### config.mk
export PLATFORM = sky130hd
export DESIGN_NAME = ifu_fetch
export DESIGN_NICKNAME = d
export VERILOG_FILES = /design/src/rtl/ifu_pkg.sv /design/src/rtl/ifu_ctrl.sv /design/src/rtl/ifu_fetch.sv
export SDC_FILE = /design/constraint.sdc
export NUM_CORES = 1
export LEC_CHECK = 0
export BUFFER_PORTS_ARGS = -buffer_cell sky130_fd_sc_hd__buf_2
export CORE_UTILIZATION = 48
export CTS_BUF_LIST = sky130_fd_sc_hd__clkbuf_16
export DETAILED_ROUTE_END_ITERATION = 8
export PLACE_DENSITY = 0.87
export SLEW_MARGIN = 10
export SYNTH_ARGS = -nofsm -noshare
export SYNTH_HDL_FRONTEND = slang
export SYNTH_SLANG_ARGS = --single-unit
### constraint.sdc
create_clock -name clk -period 1.9 [get_ports clk]
set_input_delay 0.285 -clock clk [delete_from_list [all_inputs] [get_ports clk]]
set_output_delay 0.285 -clock clk [all_outputs]
set_load 0.03 [all_outputs]
### src/rtl/ifu_pkg.sv
// Shared definitions for the instruction-fetch unit: FSM state encoding,
// default reset PC and the NOP word shown while no instruction is held.
package ifu_pkg;

    localparam logic [31:0] RESET_PC_DEF = 32'h0000_3000;
    localparam logic [31:0] NOP_WORD_DEF = 32'h0000_0000;

    // ST_ERR is only reachable when alignment checking is compiled in.
    typedef enum logic [2:0] {
        ST_BOOT = 3'd0,
        ST_REQ  = 3'd1,
        ST_WAIT = 3'd2,
        ST_HOLD = 3'd3,
        ST_ERR  = 3'd4
    } ifu_state_e;

    // Word-aligned view of a byte address.
    function automatic logic [31:0] word_align(input logic [31:0] addr);
        return {addr[31:2], 2'b00};
    endfunction

endpackage

### src/rtl/ifu_ctrl.sv
// Fetch control FSM: sequences BOOT -> REQ -> (WAIT) -> HOLD -> REQ and
// decodes the memory and decode handshakes into datapath load strobes.
// Optional macro IFU_ALIGN_CHK_EN adds the misaligned-next-PC trap state.
module ifu_ctrl
    import ifu_pkg::*;
(
    input  logic clk,
    input  logic rst_n,
    input  logic imem_gnt,
    input  logic imem_rvalid,
    input  logic inst_ready,
`ifdef IFU_ALIGN_CHK_EN
    input  logic npc_misaligned,
    output logic fetch_err,
`endif
    output logic imem_req,
    output logic capture,
    output logic accept,
    output logic inst_valid
);

    ifu_state_e state;

    // Request and load strobes decode directly from the current state.
    assign imem_req = (state == ST_REQ);
    assign capture  = ((state == ST_REQ) && imem_gnt && imem_rvalid) ||
                      ((state == ST_WAIT) && imem_rvalid);
    assign accept   = (state == ST_HOLD) && inst_ready;

    // State register plus registered inst_valid / fetch_err.
    // NOTE: state and registered outputs use non-blocking assignments so every
    // flop samples pre-edge values regardless of statement order.
    always_ff @(posedge clk or negedge rst_n) begin
        if (!rst_n) begin
            state      <= ST_BOOT;
            inst_valid <= 1'b0;
`ifdef IFU_ALIGN_CHK_EN
            fetch_err  <= 1'b0;
`endif
        end else begin
            unique case (state)
                ST_BOOT: state <= ST_REQ;
                ST_REQ: begin
                    if (imem_gnt) begin
                        if (imem_rvalid) begin
                            state      <= ST_HOLD;
                            inst_valid <= 1'b1;
                        end else begin
                            state <= ST_WAIT;
                        end
                    end
                end
                ST_WAIT: begin
                    if (imem_rvalid) begin
                        state      <= ST_HOLD;
                        inst_valid <= 1'b1;
                    end
                end
                ST_HOLD: begin
                    if (inst_ready) begin
                        inst_valid <= 1'b0;
`ifdef IFU_ALIGN_CHK_EN
                        if (npc_misaligned) begin
                            state     <= ST_ERR;
                            fetch_err <= 1'b1;
                        end else begin
                            state <= ST_REQ;
                        end
`else
                        state <= ST_REQ;
`endif
                    end
                end
                ST_ERR:  state <= ST_ERR;
                default: state <= ST_BOOT;
            endcase
        end
    end

endmodule

### src/rtl/ifu_fetch.sv
// Instruction-fetch unit top: owns the PC, held instruction, its PC and the
// retired-fetch counter; ifu_ctrl sequences the handshakes.
// Optional macro IFU_ALIGN_CHK_EN adds fetch_err and traps on a misaligned
// next PC; otherwise the low PC bits are dropped on the fetch address.
module ifu_fetch
    import ifu_pkg::*;
#(
    parameter logic [31:0] RESET_PC = RESET_PC_DEF,
    parameter logic [31:0] NOP_WORD = NOP_WORD_DEF
) (
    input  logic        clk,
    input  logic        rst_n,
    input  logic [31:0] npc_in,
    output logic [31:0] pc_out,
    output logic        imem_req,
    output logic [31:0] imem_addr,
    input  logic        imem_gnt,
    input  logic        imem_rvalid,
    input  logic [31:0] imem_rdata,
    output logic        inst_valid,
    output logic [31:0] inst,
    output logic [31:0] inst_pc,
    input  logic        inst_ready,
`ifdef IFU_ALIGN_CHK_EN
    output logic        fetch_err,
`endif
    output logic [31:0] fetch_cnt
);

    logic capture;
    logic accept;

    ifu_ctrl u_ctrl (
        .clk            (clk),
        .rst_n          (rst_n),
        .imem_gnt       (imem_gnt),
        .imem_rvalid    (imem_rvalid),
        .inst_ready     (inst_ready),
`ifdef IFU_ALIGN_CHK_EN
        .npc_misaligned (npc_in[1:0] != 2'b00),
        .fetch_err      (fetch_err),
`endif
        .imem_req       (imem_req),
        .capture        (capture),
        .accept         (accept),
        .inst_valid     (inst_valid)
    );

    // Fetch address follows the PC register directly.
`ifdef IFU_ALIGN_CHK_EN
    assign imem_addr = pc_out;
`else
    assign imem_addr = word_align(pc_out);
`endif

    // Datapath registers: PC commits on decode handshake, instruction and its
    // PC load on memory capture and drop back to NOP once consumed.
    always_ff @(posedge clk or negedge rst_n) begin
        if (!rst_n) begin
            pc_out    <= RESET_PC;
            inst      <= NOP_WORD;
            inst_pc   <= RESET_PC;
            fetch_cnt <= '0;
        end else begin
            if (capture) begin
                inst    <= imem_rdata;
                inst_pc <= pc_out;
            end
            if (accept) begin
                pc_out    <= npc_in;
                inst      <= NOP_WORD;
                fetch_cnt <= fetch_cnt + 32'd1;
            end
        end
    end

endmodule
# Word-level counts from Yosys, hierarchy flattened
# Index checks and enable logic that the tools add are counted.
word_totals:
  regBits: 132
  input_bits: 69
  word_cells: 35
classes:
  n_addsub: 1
  eq_ne: 7
  mux: 11
  n_reduce_logical: 10
op_table:
  columns: ["operator", "n"]
  rows:
  - ["32-bit two-way mux", 2]
  - ["32-bit by 1-bit adder with 32-bit output, second input constant", 1]
  - ["3-bit case mux with 5 select lines", 1]
  - ["3-bit two-way mux", 3]
  - ["3-bit by 2-bit == test with 1-bit output, second input constant", 2]
  - ["3-bit AND reduction", 2]
  - ["1-bit logical AND", 4]
  - ["1-bit two-way mux", 4]
  - ["2-bit inequality test, second input constant", 2]
  - ["3-bit by 1-bit == test with 1-bit output, second input constant", 1]
  - ["3-bit == test, second input constant", 1]
  - ["3-bit zero test", 1]
  - ["1-bit case mux with 3 select lines", 1]
  - ["3-bit nonzero test", 1]
  - ["2-bit by 1-bit inequality test with 1-bit output, second input constant", 1]
  - ["2-bit nonzero test", 1]
  - ["1-bit logical OR", 1]

# Longest topological paths before layout
# Gate-level depths: netlist of the first run.
depth:
  word_depth: 6
  depth_mapped: 7
  ltp_nobuf: 5

# Cells and area by module
# From an unflattened synthesis of the first run, not the netlist that was laid out.
unflattened:
  hier_cells: 413
  area_unflattened_um2: 5520.3
modules_own_cells:
  columns: ["module", "n_inst", "cells_each", "area_each_um2", "seq_area_each_um2"]
  rows:
  - ["ifu_fetch", 1, 396, 5332.6, 3208.1]
  - ["ifu_ctrl", 1, 17, 187.7, 100.1]

# Least setup slack after synthesis of the first run
# OpenSTA, ideal clock, no wires.
synth_path:
  kind: "register -> register"
  from: "register fetch_cnt[0]"
  to: "register fetch_cnt[22]"
  setup_ns: 0.135
  t_arrival_ns: 1.545
  required_ns: 1.765
  path_slack_ns: 0.220
  path_stages_with_launch: 7
  path_buffers: 1
  synth_period_minus_slack_ns: 1.680
  path_cell_list: "dfrtp_1 ha_1 nand2_1 nor3_1 buf_2 nand3_1 xnor2_1"
synth_between:
  elab_chain_cells: 1
synth_rtl:
  columns: ["item", "line_no", "source"]
  rows:
  - ["start, declared", "ifu_fetch.sv:27", "output logic [31:0] fetch_cnt"]
  - ["start signal, assigned", "ifu_fetch.sv:72", "fetch_cnt <= fetch_cnt + 32'd1;"]
  - ["32-bit by 1-bit adder with 32-bit output", "ifu_fetch.sv:72", null]
# No other way between the ends.
# A chain may end at the register's enable or synchronous reset.

# Final worst setup path of the first run
layout_path:
  from: "register u_ctrl.state[2]"
  to: "register fetch_cnt[5]"
layout_between:
  elab_chain_cells: 2
layout_rtl:
  columns: ["item", "line_no", "source"]
  rows:
  - ["start, declared", "ifu_ctrl.sv:22", "ifu_state_e state;"]
  - ["start signal, assigned", "ifu_ctrl.sv:35", "state <= ST_BOOT;"]
  - ["start signal, assigned", "ifu_ctrl.sv:42", "ST_BOOT: state <= ST_REQ;"]
  - ["start signal, assigned", "ifu_ctrl.sv:46", "state <= ST_HOLD;"]
  - ["3-bit by 2-bit == test with 1-bit output", "ifu_ctrl.sv:28", "assign accept = (state == ST_HOLD) && inst_ready;"]
  - ["1-bit logical AND", "ifu_ctrl.sv:28", null]
# No other way between the ends.

==> results of run 1 <==
critical path: stages (launching register included):
cell,delay (ns)
dfrtp_1,0.46
nand4b_4,0.25
buf_4,0.20
nor3_1,0.31
and3_1,0.24
xor2_1,0.16
synthesized netlist by cell type, types with 2 or more instances:
master / count
buf_2: 11
nor3_1: 4
buf_4: 33
clkbuf_1: 9
nand2_1: 113
dfrtp_1: 128
and4_1: 3
mux2_2: 32
xor2_1: 3
nand3_1: 42
a21oi_1: 2
nand2b_1: 2
dfstp_2: 4
and2_1: 3
buf_1: 4
and3_1: 4
nand4_1: 13
inv_1: 35
nor2_1: 4
xnor2_1: 28
o21ai_0: 33
per-stage QoR:
| stage | utilization | instances | instance area [µm²] | hold slack, ns | power (mW) |
|---|---|---|---|---|---|
| finish | 0.659 | 881 | 7300 | 0.0774 | 13.5 |
| global route | 0.659 | 881 | 7300 | 0.0654 | 14.2 |
| CTS | 0.659 | 881 | 7300 | 0.0618 | 13.6 |
| detailed placement | 0.602 | 848 | 6670 | 0.220 | 10.2 |
| global placement | 0.602 | 848 | 6670 | 0.219 | 10.0 |
| floorplan | - | 523 | 5560 | -0.0106 | 8.73 |
state kept, by name, summed over array words and instances (netlist names):
| signal | flops |
|---|---|
| u_ctrl.state | 3 |
| inst | 32 |
| pc_out | 32 |
| fetch_cnt | 32 |
| u_ctrl.inst_valid | 1 |
| inst_pc | 32 |
cells in the final DEF, fill, tap and decap left out, drive strengths merged, types with 3 or more instances in the layout:
cell type,n
inv,39
dfstp,4
nor3,5
dfrtp,128
mux2,32
clkinv,5
nor2,4
nand4,13
and2,3
and3,4
buf,242
o21ai,33
xnor2,28
xor2,3
and4,3
nand2,113
bufinv,4
nand3,42
clkbuf,17
per-layer routing:
layer,share of wire,routed length (µm),vias to the layer above
li1,-,-,2084
met4,0.0090,111,0
met5,0,0,-
met2,0.50,6160,149
met1,0.43,5300,2091
met3,0.064,786,9
power by group:
part           total (mW)  switching (mW)  internal (mW)
combinational        5.51            3.92           1.60
sequential           4.55           0.724           3.83
clock                3.40            1.21           2.19
layout make-up:
| type | count | area [µm²] | area share |
|---|---|---|---|
| sequential | 132 | 3310 | 0.453 |
| inverter | 35 | 131 | 0.0180 |
| multi-input combinational | 299 | 1780 | 0.244 |
| clock buffer | 17 | 425 | 0.0583 |
| clock inverter | 15 | 190 | 0.0261 |
| timing repair buffer | 243 | 1280 | 0.176 |
| tap | 140 | 175 | 0.0240 |
worst paths after layout:
check                                start             to  cells after the start
hold reg to reg              fetch_cnt[20]  fetch_cnt[20]                      1
setup / recovery           u_ctrl.state[2]   fetch_cnt[5]                      5
setup reg to reg           u_ctrl.state[2]   fetch_cnt[5]                      5
min in group asynchronous            rst_n  fetch_cnt[13]                      2
hold / removal                  npc_in[15]     pc_out[15]                      3
max in group asynchronous            rst_n    inst_pc[12]                      3
repair_timing:
| item | 4_1_cts | 5_1_grt |
|---|---|---|
| endpoints found under the hold margin | 22 | 0 |
| hold buffers | 1 | 0 |
| setup buffers | 0 | 0 |
kinds of logic after synthesis:
group / count (synthesis) / synth area share
simple gates: 196 / 0.167
fa+ha+maj: 1 / 0.00225
flops: 132 / 0.595
other cells: 1 / 0.000675
xor+xnor: 31 / 0.0489
mux: 32 / 0.0649
buf+inv: 92 / 0.0869
compound gates: 37 / 0.0342
==> results_dict.tcl, run 1 <==
set metrics [dict create \
    use_met1 0.266 \
    cts_tree "yes" \
    yosys_warnings 0 \
    grtUsageTotal 0.217 \
    vias_per_cell 4.92 \
    use_met2 0.368 \
    die_w_um 110 \
    dieHeight_um 110 \
    rsz0062_at_grt "no" \
    clk_pin_slew_ns 0.06 \
    slew_headroom 0.545 \
    grt_pass1_wl_um 20000 \
    gp_congestion 0.796 \
    start_kind "flop" \
    netlist_area_um2 5560 \
    fin_crit_sh 0.898 \
    fillers 877 \
    p_per_area_nw_per_um2 1850 \
    setup_viol 0 \
    synth_top_area_frac 0.577 \
    wl_um 12400 \
    synth_area_leaders "dfrtp_1 (58%), nand2_1 (7.6%), mux2_2 (6.5%)" \
    crit_required_ns 2.21 \
    worstPathArrival_ns 2.01 \
    grt_pass1_vias 4276 \
    tightestPinTransition_ns 0.683 \
    vias 4333 \
    synth_cells 522 \
    diodes 0 \
    seq_area_frac_synth 0.595 \
    cp-end-kind "flop" \
    max_freq_mhz 586 \
    grt_max_degree 63 \
    ys_seq_elements 132 \
    hold_viol_final 0 \
    gr-usage-met3 0.0688 \
    rows 38 \
    cts_sinks 132 \
    drive_above_1_share 0.418 \
    io_pins 231 \
    antenna_found_initial 0 \
    yosysUniqueCellTypes 33 \
    cts_resized 0 \
    clockBufferDepth 2 \
    drtPass1Iterations 4 \
    finalClockSkew_ns 0.00821 \
    cts_made_buffers 17 \
    synth_area_per_cell_um2 10.6 \
    synth-edff-count 0 \
    drtIter0Drc 177 \
    port_buffers 228 \
    final_max_slew_viol_count 0 \
    nets 798 \
    clk_latency_ns 0.40 \
    critical_path_class "flop to flop" \
    area_growth_pct 31.3 \
    r2r_slack_ns 0.19 \
    place_ws_ns 0.203 \
    clockRootBuffer "clkbuf_16" \
    min_path_type "input pin to flop" \
    wl_per_cell_um 14.0 \
    core_um2 11100 \
    die_area_um2 12000 \
    status "finished clean" \
    place_hpwl_um 8810 \
    synth_ff_type "dfrtp_1" \
    ys_async_sr_fraction 1.00 \
    cp_max_fo 7 \
    antenna_left 0 \
    synth_top_cell_by_area "dfrtp_1" \
    worst_slack_ns 0.194 \
    finalSetupTns_ns 0 \
    initial_core_util 0.501 \
    max_cap_violations 0 \
    min_period_ns 1.71 \
    gr-total-overflow 0 \
    gr-max-usage-layer "met2" \
    h-tree-depth 4 \
    power.leakage_nw 4.04 \
    irDropWorstVdd_mv 1.12 \
    drc 0 \
]
(Power assumes the default switching activity.)
==> run 2, diff against run 1 <==
==> constraint.sdc (replaced) <==
create_clock -name clk -period 1.9 [get_ports clk]
set_input_delay 0 -clock clk [delete_from_list [all_inputs] [get_ports clk]]
set_output_delay 0 -clock clk [all_outputs]
set_load 0.03 [all_outputs]
==> results_dict.tcl, run 2 (same netlist as run 1, synthesis figures left out) <==
set metrics [dict create \
    worstPathArrival_ns 1.96 \
    cts_sinks 132 \
    rows 38 \
    power.leakage_nw 4.28 \
    worst-path-buf-inv 1 \
    finalSetupTns_ns 0 \
    gr-total-overflow 0 \
    drive_above_1_share 0.377 \
    port_buffers 228 \
    worstSetupStartpoint "u_ctrl.state[1]" \
    wl_um 14500 \
    critPathMaxStageDelay_ns 0.49 \
    fin_crit_sh 0.881 \
    setup_viol 0 \
    max_cap_violations 0 \
    path_cells "nand3b_1, a21o_4, buf_12, mux2_2" \
    cts_tree "yes" \
    finalClockSkew_ns 0.00557 \
    clk_pin_slew_ns 0.06 \
    grtUsageTotal 0.257 \
    initial_core_util 0.501 \
    start_kind "flop" \
    io_pins 231 \
    vias_per_cell 5.02 \
    core_um2 11100 \
    dieHeight_um 110 \
    worstReg2RegStart "u_ctrl.state[1]" \
    irDropWorstVdd_mv 1.16 \
    cts_made_buffers 17 \
    drtIter0Drc 361 \
    nets 860 \
    diodes 0 \
    hold_viol_final 0 \
    grt_pass1_vias 4723 \
    cp_max_fo 21 \
    min_from "imem_gnt" \
    wl_per_cell_um 15.4 \
    worst_hold_slack_ns 0.142 \
    p_per_area_nw_per_um2 1700 \
    status "finished clean" \
    clk_latency_ns 0.40 \
    min_path_type "input pin to flop" \
    final_cell_mix "buf_2 (227), dfrtp_1 (128), nand2_1 (113)" \
    min_period_ns 1.67 \
    critPathTopFamily "flip-flops" \
    fillers 723 \
    final_common_cell "buf_2" \
    max_freq_mhz 597 \
    drc 0 \
    gp_congestion 0.808 \
    rsz0062_at_grt "no" \
    die_w_um 110 \
    antenna_found_initial 0 \
    critical_path_class "flop to flop" \
    grt_max_degree 133 \
    die_area_um2 12000 \
    vias 4723 \
    final_max_slew_viol_count 0 \
    clockRootBuffer "clkbuf_16" \
    h-tree-depth 4 \
    place_hpwl_um 8700 \
    antenna_left 0 \
    multi_input_area_um2 1780 \
    area_growth_pct 42.3 \
    tightestPinTransition_ns 0.700 \
    crit_required_ns 2.18 \
    cp-end-kind "flop" \
    drtPass1Iterations 7 \
    regArea_um2 3310 \
    slew_headroom 0.534 \
    clockBufferDepth 2 \
    critical-path-slowest-cell "dfrtp_1" \
    grt_pass1_wl_um 23100 \
]
-- run 2: repair_timing --
item	in CTS	in global routing
gates resized for setup	0	0
endpoints found under the hold margin	194	0
buffers inserted	0	0
hold buffers	68	0
-- run 2: power breakdown --
group	internal, mW	switching, mW
clock	2.02	1.15
combinational	1.71	4.03
sequential	3.83	0.732
-- run 2: layer usage --
metal,vias up,GRT usage,part of all wire
li1,2208,-,-
met1,2285,0.307,0.39
met2,210,0.433,0.52
met3,20,0.0788,0.076
met4,0,0.104,0.015
met5,-,0,0
-- run 2: worst min-delay path, delay by kind of cell --
family	cells	cell delay, ns
buffers and inverters	1	0.11
AOI/OAI and AO/OA	2	0.25
and+or+nand+nor	1	0.14
-- run 2: area by class of cell --
cell class	instances	area share
multi-input combinational	299	0.225
clock inverter	13	0.0182
clock buffer	17	0.0538
sequential	132	0.418
tap	140	0.0222
timing repair buffer	305	0.246
inverter	35	0.0166
-- run 2: path summary, 6_finish.rpt --
| kind | endpoint | slack, ns | depth (start not counted) |
|---|---|---|---|
| min in group asynchronous | inst_pc[15] | 0.24 | 3 |
| max | inst_pc[26] | 0.23 | 4 |
| max in group asynchronous | pc_out[6] | 1.11 | 3 |
| max reg2reg | inst_pc[26] | 0.23 | 4 |
| min reg2reg | fetch_cnt[31] | 0.47 | 1 |
| min | u_ctrl.inst_valid | 0.14 | 4 |
-- run 2: through the flow --
stage                     instance area, µm²  power [mW]  worst slack, ns  std cells   util
final                                   7910        13.5            0.226        941  0.714
after global routing                    7910        14.2            0.139        941  0.714
after CTS                               7910        13.5            0.208        941  0.714
after detailed placement                6660        10.2            0.220        843  0.601
after global placement                  6660        10.0            0.275        843  0.601
after floorplan                         5560        8.73            0.220        523      -
